[config.mk]
export PLATFORM = sky130hd
export DESIGN_NAME = channel_hop_sequencer
export DESIGN_NICKNAME = d
export VERILOG_FILES = /design/src/rtl/channel_hop_sequencer.sv
export SDC_FILE = /design/constraint.sdc
export NUM_CORES = 1
export LEC_CHECK = 0
export BUFFER_PORTS_ARGS = -buffer_cell sky130_fd_sc_hd__buf_4
export CORE_MARGIN = 2
export CORE_UTILIZATION = 50
export CTS_CLUSTER_SIZE = 20
export DETAILED_ROUTE_END_ITERATION = 6
export MAX_ROUTING_LAYER = met4
export PLACE_DENSITY = 0.8
export RECOVER_POWER = 100
export SLEW_MARGIN = 25
export SYNTH_ARGS = -nofsm -noshare
export SYNTH_HDL_FRONTEND = slang
export SYNTH_SLANG_ARGS = --single-unit
[constraint.sdc]
create_clock -name i_clock -period 9.8 [get_ports i_clock]
set_clock_uncertainty 0.05 [all_clocks]
set_input_delay 1.96 -clock i_clock [delete_from_list [all_inputs] [get_ports i_clock]]
set_output_delay 1.96 -clock i_clock [all_outputs]
set_load 0.02 [all_outputs]
[src/rtl/channel_hop_sequencer.sv]
// Frequency-hopping sequencer: gates an I/Q stream into a modulator and loads a new
// phase increment from a hop table every `dwell` transferred samples.
module channel_hop_sequencer #(
   parameter  int WIDTH       = 16,
   parameter  int PHASE_WIDTH = 12,
   parameter  int NUM_HOPS    = 16,
   parameter  int DWELL_WIDTH = 16,
   localparam int AW          = $clog2(NUM_HOPS)
) (
   input  logic                   i_clock,
   input  logic                   i_reset,
   input  logic [WIDTH-1:0]       i_inph,
   input  logic [WIDTH-1:0]       i_quad,
   input  logic                   i_valid,
   output logic                   o_ready,
   output logic [WIDTH-1:0]       o_inph,
   output logic [WIDTH-1:0]       o_quad,
   output logic                   o_valid,
   input  logic                   i_ready,
   output logic [PHASE_WIDTH-1:0] o_phase_inc,
   output logic                   o_phase_inc_valid,
   input  logic                   i_tbl_we,
   input  logic [AW-1:0]          i_tbl_addr,
   input  logic [PHASE_WIDTH-1:0] i_tbl_data,
   input  logic [AW:0]            i_hop_count,
   input  logic [DWELL_WIDTH-1:0] i_dwell,
   input  logic                   i_start,
   input  logic                   i_stop,
   output logic                   o_busy,
   output logic [AW-1:0]          o_hop_index
);

   typedef enum logic [1:0] {IDLE, LOAD, RUN} state_t;

   state_t                 state, state_nxt;
   logic [PHASE_WIDTH-1:0] tbl [NUM_HOPS];
   logic [PHASE_WIDTH-1:0] inc_r;
   logic [AW-1:0]          hop, hop_nxt;
   logic [AW:0]            hc_r, hc_in;
   logic [DWELL_WIDTH-1:0] dw_r, dw_in, cnt, cnt_nxt;
   logic                   xfer, hop_done, load_entry;

   // Sanitised sequence parameters, captured on start
   always_comb begin
      hc_in = i_hop_count;
      if (i_hop_count == '0)
         hc_in = (AW+1)'(1);
      else if (i_hop_count > (AW+1)'(NUM_HOPS))
         hc_in = (AW+1)'(NUM_HOPS);
      dw_in = (i_dwell == '0) ? DWELL_WIDTH'(1) : i_dwell;
   end

   assign xfer     = (state == RUN) && i_valid && i_ready;
   assign hop_done = xfer && (cnt == dw_r - 1'b1);

   always_comb begin
      state_nxt  = state;
      hop_nxt    = hop;
      cnt_nxt    = cnt;
      load_entry = 1'b0;
      case (state)
         IDLE: begin
            if (i_start && !i_stop) begin
               state_nxt  = LOAD;
               hop_nxt    = '0;
               cnt_nxt    = '0;
               load_entry = 1'b1;
            end
         end
         LOAD: begin
            state_nxt = RUN;
            if (i_stop) begin
               state_nxt = IDLE;
               hop_nxt   = '0;
               cnt_nxt   = '0;
            end
         end
         RUN: begin
            if (i_stop) begin
               state_nxt = IDLE;
               hop_nxt   = '0;
               cnt_nxt   = '0;
            end else if (hop_done) begin
               state_nxt  = LOAD;
               cnt_nxt    = '0;
               hop_nxt    = (({1'b0, hop} + 1'b1) == hc_r) ? '0 : hop + 1'b1;
               load_entry = 1'b1;
            end else if (xfer) begin
               cnt_nxt = cnt + 1'b1;
            end
         end
         default: state_nxt = IDLE;
      endcase
   end

   // The increment is fetched on the cycle entering LOAD, so it is ready to strobe
   always_ff @(posedge i_clock) begin
      if (i_reset) begin
         state <= IDLE;
         hop   <= '0;
         cnt   <= '0;
         inc_r <= '0;
         hc_r  <= (AW+1)'(1);
         dw_r  <= DWELL_WIDTH'(1);
      end else begin
         state <= state_nxt;
         hop   <= hop_nxt;
         cnt   <= cnt_nxt;
         if (state == IDLE && load_entry) begin
            hc_r <= hc_in;
            dw_r <= dw_in;
         end
         if (load_entry)
            inc_r <= tbl[hop_nxt];
      end
   end

   // Table is not reset; a same-cycle write is seen only on a later read
   always_ff @(posedge i_clock) begin
      if (!i_reset && i_tbl_we)
         tbl[i_tbl_addr] <= i_tbl_data;
   end

   assign o_inph            = i_inph;
   assign o_quad            = i_quad;
   assign o_valid           = !i_reset && (state == RUN) && i_valid;
   assign o_ready           = !i_reset && (state == RUN) && i_ready;
   assign o_phase_inc_valid = !i_reset && (state == LOAD);
   assign o_phase_inc       = i_reset ? '0 : inc_r;
   assign o_busy            = !i_reset && (state != IDLE);
   assign o_hop_index       = i_reset ? '0 : hop;

endmodule

==> results of run 1 <==
-- cell usage in the layout (no fill, tap or decap), types with 17 or more instances in the layout --
cell | Yosys | layout
nand2_1 | 152 | 152
clkbuf_16 | 0 | 26
clkbuf_1 | 15 | 56
xor2_1 | 23 | 23
dfxtp_1 | 55 | 55
edfxtp_1 | 192 | 192
a31oi_1 | 17 | 17
nand3_1 | 21 | 21
a21oi_1 | 79 | 79
nor3_1 | 15 | 17
nor2_1 | 58 | 58
nor2b_1 | 18 | 18
buf_4 | 37 | 29
-- worst max-delay path, delay by kind of cell --
kind | cells | cell delay [ps]
buf+inv | 2 | 2180
compound gates | 5 | 1520
simple gates | 6 | 1100
-- report_power, final --
part	switching, mW	internal, mW
registers	0.00937	1.15
clock network	0.416	0.547
logic	0.0618	0.0359
total	0.487	1.73
-- layout make-up --
cell class	instances	area share
flip-flops and latches	247	0.568
multi-input cells	584	0.296
clock buffers	31	0.0554
repair buffers	81	0.0345
well taps	280	0.0290
clock inverters	17	0.0142
inverters	8	0.00248
diodes	3	0.000621
-- path summary, 6_finish.rpt --
| check | cells after the start | slack [ps] | start | to |
|---|---|---|---|---|
| max reg2reg | 14 | 3690 | dw_r[0] | inc_r[3] |
| min reg2reg | 2 | 420 | hc_r[3] | hc_r[3] |
| min | 2 | 420 | hc_r[3] | hc_r[3] |
| max | 13 | 3390 | i_ready | inc_r[3] |
-- state kept, by name, indices dropped and copies added (netlist names) --
name,flops
dw_r,16
hc_r,5
inc_r,12
tbl,192
hop,4
state,2
cnt,16
-- cell usage after synthesis (all sizes together), types with 3 or more instances --
cell and number:
a21oi 91, ha 3, nand2 153, a221o 12
nor2b 18, nor3b 3, o21ai 11, clkbuf 19
o2bb2ai 13, xnor2 11, xor2 23, a22o 12
nor2 58, nand2b 7, nand3 21, nor4 9
a31oi 17, dfxtp 55, nand4 5, inv 8
a22oi 12, buf 60, or4 4, nor3 26
edfxtp 192, and3 8, or3 7, mux2 24
and2 6, nand3b 3
-- cells by family after synthesis --
logic type,count (synthesis)
AOI/OAI and AO/OA,185
buffers and inverters,87
DFF,247
xor gates and xnor gates,34
muxes,24
and+or+nand+nor,338
adders and majority gates,3
-- per-stage QoR --
stage	cell area, um^2	cells	hold WS (ps)	utilization	worst slack, ps
2_1_floorplan	11000	918	394	-	4890
3_3_place_gp	11500	1200	415	0.526	4640
3_5_place_dp	11500	1200	419	0.527	4510
4_1_cts	12300	1248	424	0.565	4900
5_1_grt	12100	1251	444	0.556	3090
6_report	12100	1251	420	0.556	3390
-- routing by layer --
layer / up-vias / track usage / share of wire
met4: 0 / 0.0979 / 0.047
li1: 3398 / - / -
met1: 3554 / 0.271 / 0.40
met5: - / - / 0
met3: 82 / 0.0444 / 0.091
met2: 352 / 0.340 / 0.46
==> metrics.txt, run 1 <==
outcome complete, but fails checks; failing checks capacitance limit, slew limit; Post-Route WL 25100 um; CP Cell Sequence clkbuf_4, nand2_1, nor4_1, o21ai_0, nor3_1, nand4_1, a31oi_1, and2_2, clkbuf_1, a21oi_1, a22oi_1, o2bb2ai_1, nor3_2; Pre-antenna DRT Iters 5; remaining global-route overflow 0; Startpoint Class input pin; first-pass GRT wire length 38500 um; FF+latch area 0.00687 mm^2; CP arrival 6830 ps; CTS sink cnt 247; initial antenna violation count 3; Starting DRT DRC Count 654; # rows 54; Slew @ Worst Pin 2970 ps; CP endpoint kind flop; DR vias 7386; layout cells sized above 1 0.134; synth-to-layout area growth 9.63%; unrepaired setup endpoints after global routing false; Crit Path Class input pin to flop; final setup vio count 0; worst stage delay on the critical path 2080 ps; multiplexer share of the synthesized area 0.0286; CTS tree yes; total global-route track usage 0.216; fmax 156 MHz; Multi-input gate area 0.00358 mm^2; Synth area leaders edfxtp_1, dfxtp_1, nand2_1; Max-Cap Viols 4; CP max stage cell clkbuf_1; cts bufs inserted 26; dpl hpwl 15600 um; Synth Area in Simple Gates 0.150; fillers 1773; mapped cell area 0.0110 mm^2; Ports 128; Post-Syn Nets 997; asr flop ratio synth 0; nets@finish 1027; slew margin rel. -0.983; worst min path class flop to flop; post-synth top area share 0.523; Worst-path clk slew 60 ps; largest family of logic cells by synthesized area simple AND/OR/NAND/NOR gates; Adder-Cell Fraction of Synth Area 0.00340; Die Wd 152 um; setup TNS 0 ps; largest net degree at the start of global routing 85; worst-path maximum fanout 61; Clock Path Buffers 3; Mapped Cells 918; YS warnings 0; die area 0.0233 mm^2; Post-synth EDFFs 192; Clk Latency, worst-skew pair 560 ps; overall power 2.22 mW; period utilization 0.654; final hold vios 0; drt via density 5.90; fin crit period 6410 ps; post-synthesis register bit count 247; initial core utilization 0.507; synthesized area per cell 12.0 um^2; Synth Area in XOR/XNOR 0.0270; # port buffers 63; Avg WL per Cell 20.0 um; Req. time, crit path 10220 ps; complex-gate fraction of the synthesized area 0.115; Main synth FF type edfxtp_1; vias in the first global route 7065; drt drc 0; share of the yosys chip area belonging to registers 0.623; Synth area leader edfxtp_1; maximum VDD drop 0.000155 V; Clock Tree Root clkbuf_16; ANT nets after route 0; Slew Viols, Final 179; hold_buf cts 0; # H-tree levels 1; Routability Congestion 0.844; Pwr Density 183 mW/mm^2; Setup Fix Bufs, Post-CTS 0; Core Box Area 0.0218 mm^2; synth unique cells 69; post-CTS resize count 0; LEAKAGE 4.00 nW; die span in y 152 um
No activity file was read; power rests on OpenSTA's default activity.
==> run 2: changes to the inputs <==
Settings changed: PLACE_DENSITY 0.8 to 0.83.
Clock period 9.8 ns to 5.7 ns, I/O delays scaled along.
==> metrics.txt, run 2 (synthesized netlist as in run 1, its figures left out) <==
initial antenna violation count 1 (-2); CTS sink cnt 247 (unchanged); Req. time, crit path 4510 ps (-5710 ps); worst-path maximum fanout 52 (-15%); initial core utilization 0.507 (unchanged); drt via density 5.96 (+0.90%); CP endpoint kind primary output; die span in y 152 um (unchanged); min-delay src dw_r[15]; Worst-path clk slew 60 ps (about the same); worst stage delay on the critical path 1690 ps (-390 ps); CP max stage cell clkbuf_1; FF-to-FF path depth 13 (-1); Startpoint Class input pin; final hold vios 0 (unchanged); outcome complete, but fails checks; # rows 54 (unchanged); switching part of the total 0.209 (-0.0106); CTS tree yes; Clk Latency, worst-skew pair 540 ps (-20 ps); Pre-antenna DRT Iters 5 (unchanged); remaining global-route overflow 0 (unchanged); share of power burned in registers 0.514 (-0.007); setup TNS 0 ps (unchanged); post-CTS resize count 0 (unchanged); nets@finish 1032 (+0.49%); R2R Path Start dw_r[0]; drt drc 0 (unchanged); cell family with most CP delay buffers and inverters; Die Wd 152 um (unchanged); Ports 128 (unchanged); max reg flops 192 (unchanged); first-pass GRT wire length 39500 um (+2.5%); hold slack 434 ps (+14.6 ps); total global-route track usage 0.221 (+0.00542); worst min path class flop to flop; unrepaired setup endpoints after global routing false; Critical R2R Capture inc_r[3]; Slew @ Worst Pin 2440 ps (-533 ps); slew margin rel. -0.627 (+0.356); dpl hpwl 15900 um (+1.8%); period utilization 0.836; failing checks capacitance limit, slew limit; Avg WL per Cell 20.3 um (+1.4%); maximum VDD drop 0.000296 V (+92%); CP arrival 3580 ps (-3250 ps); LEAKAGE 4.06 nW (+1.5%); Routability Congestion 0.872 (+3.3%); die area 0.0233 mm^2 (unchanged); ANT nets after route 0 (unchanged); sink of the worst hold path dw_r[15]; hold_buf cts 0 (unchanged); final cell count without fillers 1254 (+0.24%); Max-Cap Viols 2 (-2); Crit Path Class input pin to primary output; CP Cell Sequence clkbuf_1, nor2b_1, clkbuf_1; fillers 1819 (+2.6%); # H-tree levels 1 (unchanged); final setup vio count 0 (unchanged); final worst slack 933 ps (-2460 ps); Psw 0.809 mW (+66%); Place WS 1350 ps (-3160 ps); synth-to-layout area growth 10.3%; DR vias 7470 (+1.1%); Slew Viols, Final 66 (-63%); Core Box Area 0.0218 mm^2 (unchanged); most frequent cells in the layout edfxtp_1, nand2_1, a21oi_1; Worst path most repeated cell clkbuf_1; largest net degree at the start of global routing 70 (-18%); Pwr Density 318 mW/mm^2 (+73%); cell total after placement 1205 (+0.42%); Clock Path Buffers 3 (unchanged); Starting DRT DRC Count 637 (-2.6%); most common cell after layout, fill and taps aside edfxtp_1; # port buffers 63 (unchanged); fin crit period 4770 ps; vias in the first global route 7560 (+7.0%); WP buf/inv 2 (unchanged); layout cells sized above 1 0.144 (+0.00959); cts bufs inserted 26 (unchanged); Largest regs tbl: 192 flops, cnt: 16 flops, dw_r: 16 flops; Clock Power Share 0.442 (+0.007); internal power 3.06 mW (+77%); Post-Route WL 25500 um (+1.6%); Clock Tree Root clkbuf_16; FF-to-FF setup slack 1210 ps (-2480 ps); fmax 210 MHz; Setup Fix Bufs, Post-CTS 0 (unchanged); Min-Delay Path Depth 2 (unchanged); Most flops, register tbl; Comb pwr share 0.045 (about the same)
## run 2: cell types whose count changed in the layout (fill, tap and decap cells not counted), sizes merged, moves of 2 or more
| cell | change |
|---|---|
| buf | +8 |
| bufinv | +2 |
| clkbuf | -3 |
| clkinvlp | -2 |
| diode | -2 |
## run 2: routing by layer
layer | vias to the layer above | track usage | wire [um]
li1 | 3403 | - | -
met1 | 3610 | 0.269 | 10000
met2 | 374 | 0.369 | 12300
met3 | 83 | 0.0455 | 2310
met4 | 0 | 0.0807 | 906
met5 | - | - | 0
## run 2: metrics by stage
stage / util / area [um^2] / power, mW
4_1_cts: 0.569 / 12400 / 3.90
3_5_place_dp: 0.528 / 11500 / 2.20
6_report: 0.559 / 12200 / 3.87
5_1_grt: 0.559 / 12200 / 3.97
2_1_floorplan: - / 11000 / 2.15
3_3_place_gp: 0.528 / 11500 / 2.20
## run 2: worst max path at each step
stage                     slack [ps]              to  cells past startpoint     from
after floorplan                 2290        inc_r[5]                     15  dw_r[0]
after global placement          1410        inc_r[5]                     12  i_ready
after detailed placement        1350        inc_r[4]                     13  dw_r[0]
after CTS                       1330        inc_r[3]                     14  dw_r[0]
after global routing             790  o_phase_inc[8]                      3  i_reset
final                            930  o_phase_inc[8]                      3  i_reset
## run 2: worst register-to-register path: stages, from the launching register on
cell       delay, ps
dfxtp_1          360
inv_1             80
ha_1             210
or3b_1           400
or4_1            500
o32a_1           210
a32oi_1          180
and4b_1          410
a31oi_1          150
o2bb2ai_2        120
clkbuf_1         670
and4_1           730
o2bb2ai_1        210
nor3_1           100
## run 2: area by class of cell
cell class	instances	area, um^2	area share
antenna	1	2.50	0.000206
clock buffer	31	669	0.0550
clock inverter	17	208	0.0171
inverter	8	30.0	0.00247
multi-input combinational	584	3580	0.294
sequential	247	6870	0.564
tap	280	350	0.0288
timing repair buffer	86	462	0.0379
## run 2: power groups by stage
stage          combinational, mW  sequential, mW  clock (mW)
2_1_floorplan              0.133            2.02           0
3_3_place_gp               0.174            2.02           0
3_5_place_dp               0.180            2.02           0
4_1_cts                    0.181            1.99        1.73
5_1_grt                    0.189            1.99        1.79
6_report                   0.173            1.99        1.71
==> run 3: changes to the inputs <==
Settings changed: PLACE_DENSITY 0.83 to 0.8.
Clock period 5.7 ns to 4.95 ns, I/O delays scaled along.
==> metrics.txt, run 3 (synthesized netlist as in run 1, its figures left out) <==
outcome complete, but fails checks; failing checks capacitance limit, slew limit; Design Area, Final 0.0122 mm^2 (about the same); largest net degree at the start of global routing 62 (-11%); hold_buf cts 0 (unchanged); fmax 222 MHz; Largest regs tbl: 192 flops, cnt: 16 flops, dw_r: 16 flops; worst-path maximum fanout 52 (unchanged); max reg flops 192 (unchanged); final hold vios 0 (unchanged); Routability Congestion 0.860 (-1.4%); FF-to-FF setup slack 520 ps (-690 ps); met3 wire len 2210 um (-4.3%); Clock Path Buffers 3 (unchanged); FF-to-FF path depth 12 (-1); Max-Cap Viols 2 (unchanged); most frequent cells in the layout edfxtp_1, nand2_1, a21oi_1; Clk Latency, worst-skew pair 550 ps (about the same); ANT nets after route 0 (unchanged); CTS sink cnt 247 (unchanged); Post-Route WL 25500 um (about the same); # H-tree levels 1 (unchanged); remaining global-route overflow 0 (unchanged); fin crit period 4510 ps; final setup vio count 0 (unchanged); synth-to-layout area growth 10.5% (about the same); die span in y 152 um (unchanged); Ports 128 (unchanged); min-delay src dw_r[15]; M1 WL 10200 um (+1.4%); DP Area 0.0115 mm^2 (about the same); initial core utilization 0.507 (unchanged); most common cell after layout, fill and taps aside edfxtp_1; Clock Power Share 0.445 (+0.003); layout cells sized above 1 0.146 (+0.00236); Slew @ Worst Pin 2490 ps (+49.6 ps); drt via density 5.91 (-0.83%); sink of the worst hold path dw_r[15]; total global-route track usage 0.221 (-0.000525); Min-Delay Path Depth 2 (unchanged); Req. time, crit path 3910 ps (-600 ps); dpl hpwl 15700 um (-1.0%); internal power 3.52 mW (+15%); Most flops, register tbl; initial antenna violation count 2 (+1); drt drc 0 (unchanged); Pwr Density 368 mW/mm^2 (+16%); Psw 0.954 mW (+18%); Starting DRT DRC Count 672 (+5.5%); Place WS 657 ps (-696 ps); DR WL met2 12300 um (+0.26%); Startpoint Class input pin; die area 0.0233 mm^2 (unchanged); final worst slack 440 ps (-493 ps); period utilization 0.911; Avg WL per Cell 20.4 um (+0.15%); R2R Path Start dw_r[0]; max layer used met4; cts bufs inserted 26 (unchanged); Worst-path clk slew 60 ps (about the same); share of power burned in registers 0.511 (-0.003); Setup Fix Bufs, Post-CTS 0 (unchanged); setup TNS 0 ps (unchanged); CTS tree yes; Final Core Density 0.560 (about the same); switching part of the total 0.213 (+0.00389); # port buffers 63 (unchanged); DR vias 7402 (-0.91%); unrepaired setup endpoints after global routing false; Slew Viols, Final 66 (unchanged); beginning of the critical path i_reset; Die Wd 152 um (unchanged); LEAKAGE 4.06 nW (about the same); worst min path class flop to flop; first-pass GRT wire length 39600 um (+0.30%); CP endpoint kind primary output; Core Box Area 0.0218 mm^2 (unchanged); slew margin rel. -0.660 (-0.0331); # rows 54 (unchanged); hold slack 431 ps (-3.03 ps); Pre-antenna DRT Iters 5 (unchanged); Crit Path Class input pin to primary output; CP arrival 3470 ps (-110 ps); post-CTS resize count 0 (unchanged); vias in the first global route 7360 (-2.6%); nets@finish 1030 (-0.19%); Clock Tree Root clkbuf_16; Critical R2R Capture inc_r[5]; maximum VDD drop 0.000270 V (-8.7%); Comb pwr share 0.044 (about the same)
[run 3: cell types whose count changed in the layout (fill, tap and decap cells not counted), moves of 2 or more]
cell        previous run  this run
clkinv_1               5         1
clkinv_2               6         2
clkbuf_1              54        51
clkbuf_8               0         3
clkinv_4               0         3
clkinvlp_4             0         2
[run 3: worst max-delay path by stage]
stage	to	slack (ps)	depth (start not counted)
2_1_floorplan	inc_r[5]	1540	15
3_3_place_gp	inc_r[11]	800	14
3_5_place_dp	inc_r[5]	660	14
4_1_cts	inc_r[5]	600	14
5_1_grt	inc_r[0]	230	12
6_report	o_phase_inc[3]	440	3
[run 3: final cells by class]
cell class	count	area, um^2
antenna	2	5.00
clock buffer	35	714
clock inverter	13	180
fill	1755	9580
inverter	8	30.0
multi-input combinational	584	3560
sequential	247	6870
tap	280	350
timing repair buffer	84	474
[run 3: per-stage QoR]
| stage | std cells | total power [mW] |
|---|---|---|
| final | 1253 | 4.48 |
| after global routing | 1253 | 4.61 |
| after global placement | 1203 | 2.53 |
| after detailed placement | 1203 | 2.54 |
| after floorplan | 918 | 2.48 |
| after CTS | 1251 | 4.51 |
[run 3: worst max-delay path, cell delays in order]
cell	delay, ps
clkbuf_1	1720
nor2b_1	400
clkbuf_1	320
[run 3: per-layer routing]
metal	global-route usage	vias up
met1	0.279	3577
met3	0.0444	83
li1	-	3398
met4	0.0776	0
met2	0.358	344
met5	-	-
[run 3: power groups by stage]
stage / registers (mW) / clock network, mW / logic, mW
after floorplan: 2.32 / 0 / 0.154
after global placement: 2.33 / 0 / 0.201
after detailed placement: 2.33 / 0 / 0.208
after CTS: 2.29 / 2.02 / 0.209
after global routing: 2.29 / 2.10 / 0.218
final: 2.29 / 1.99 / 0.198
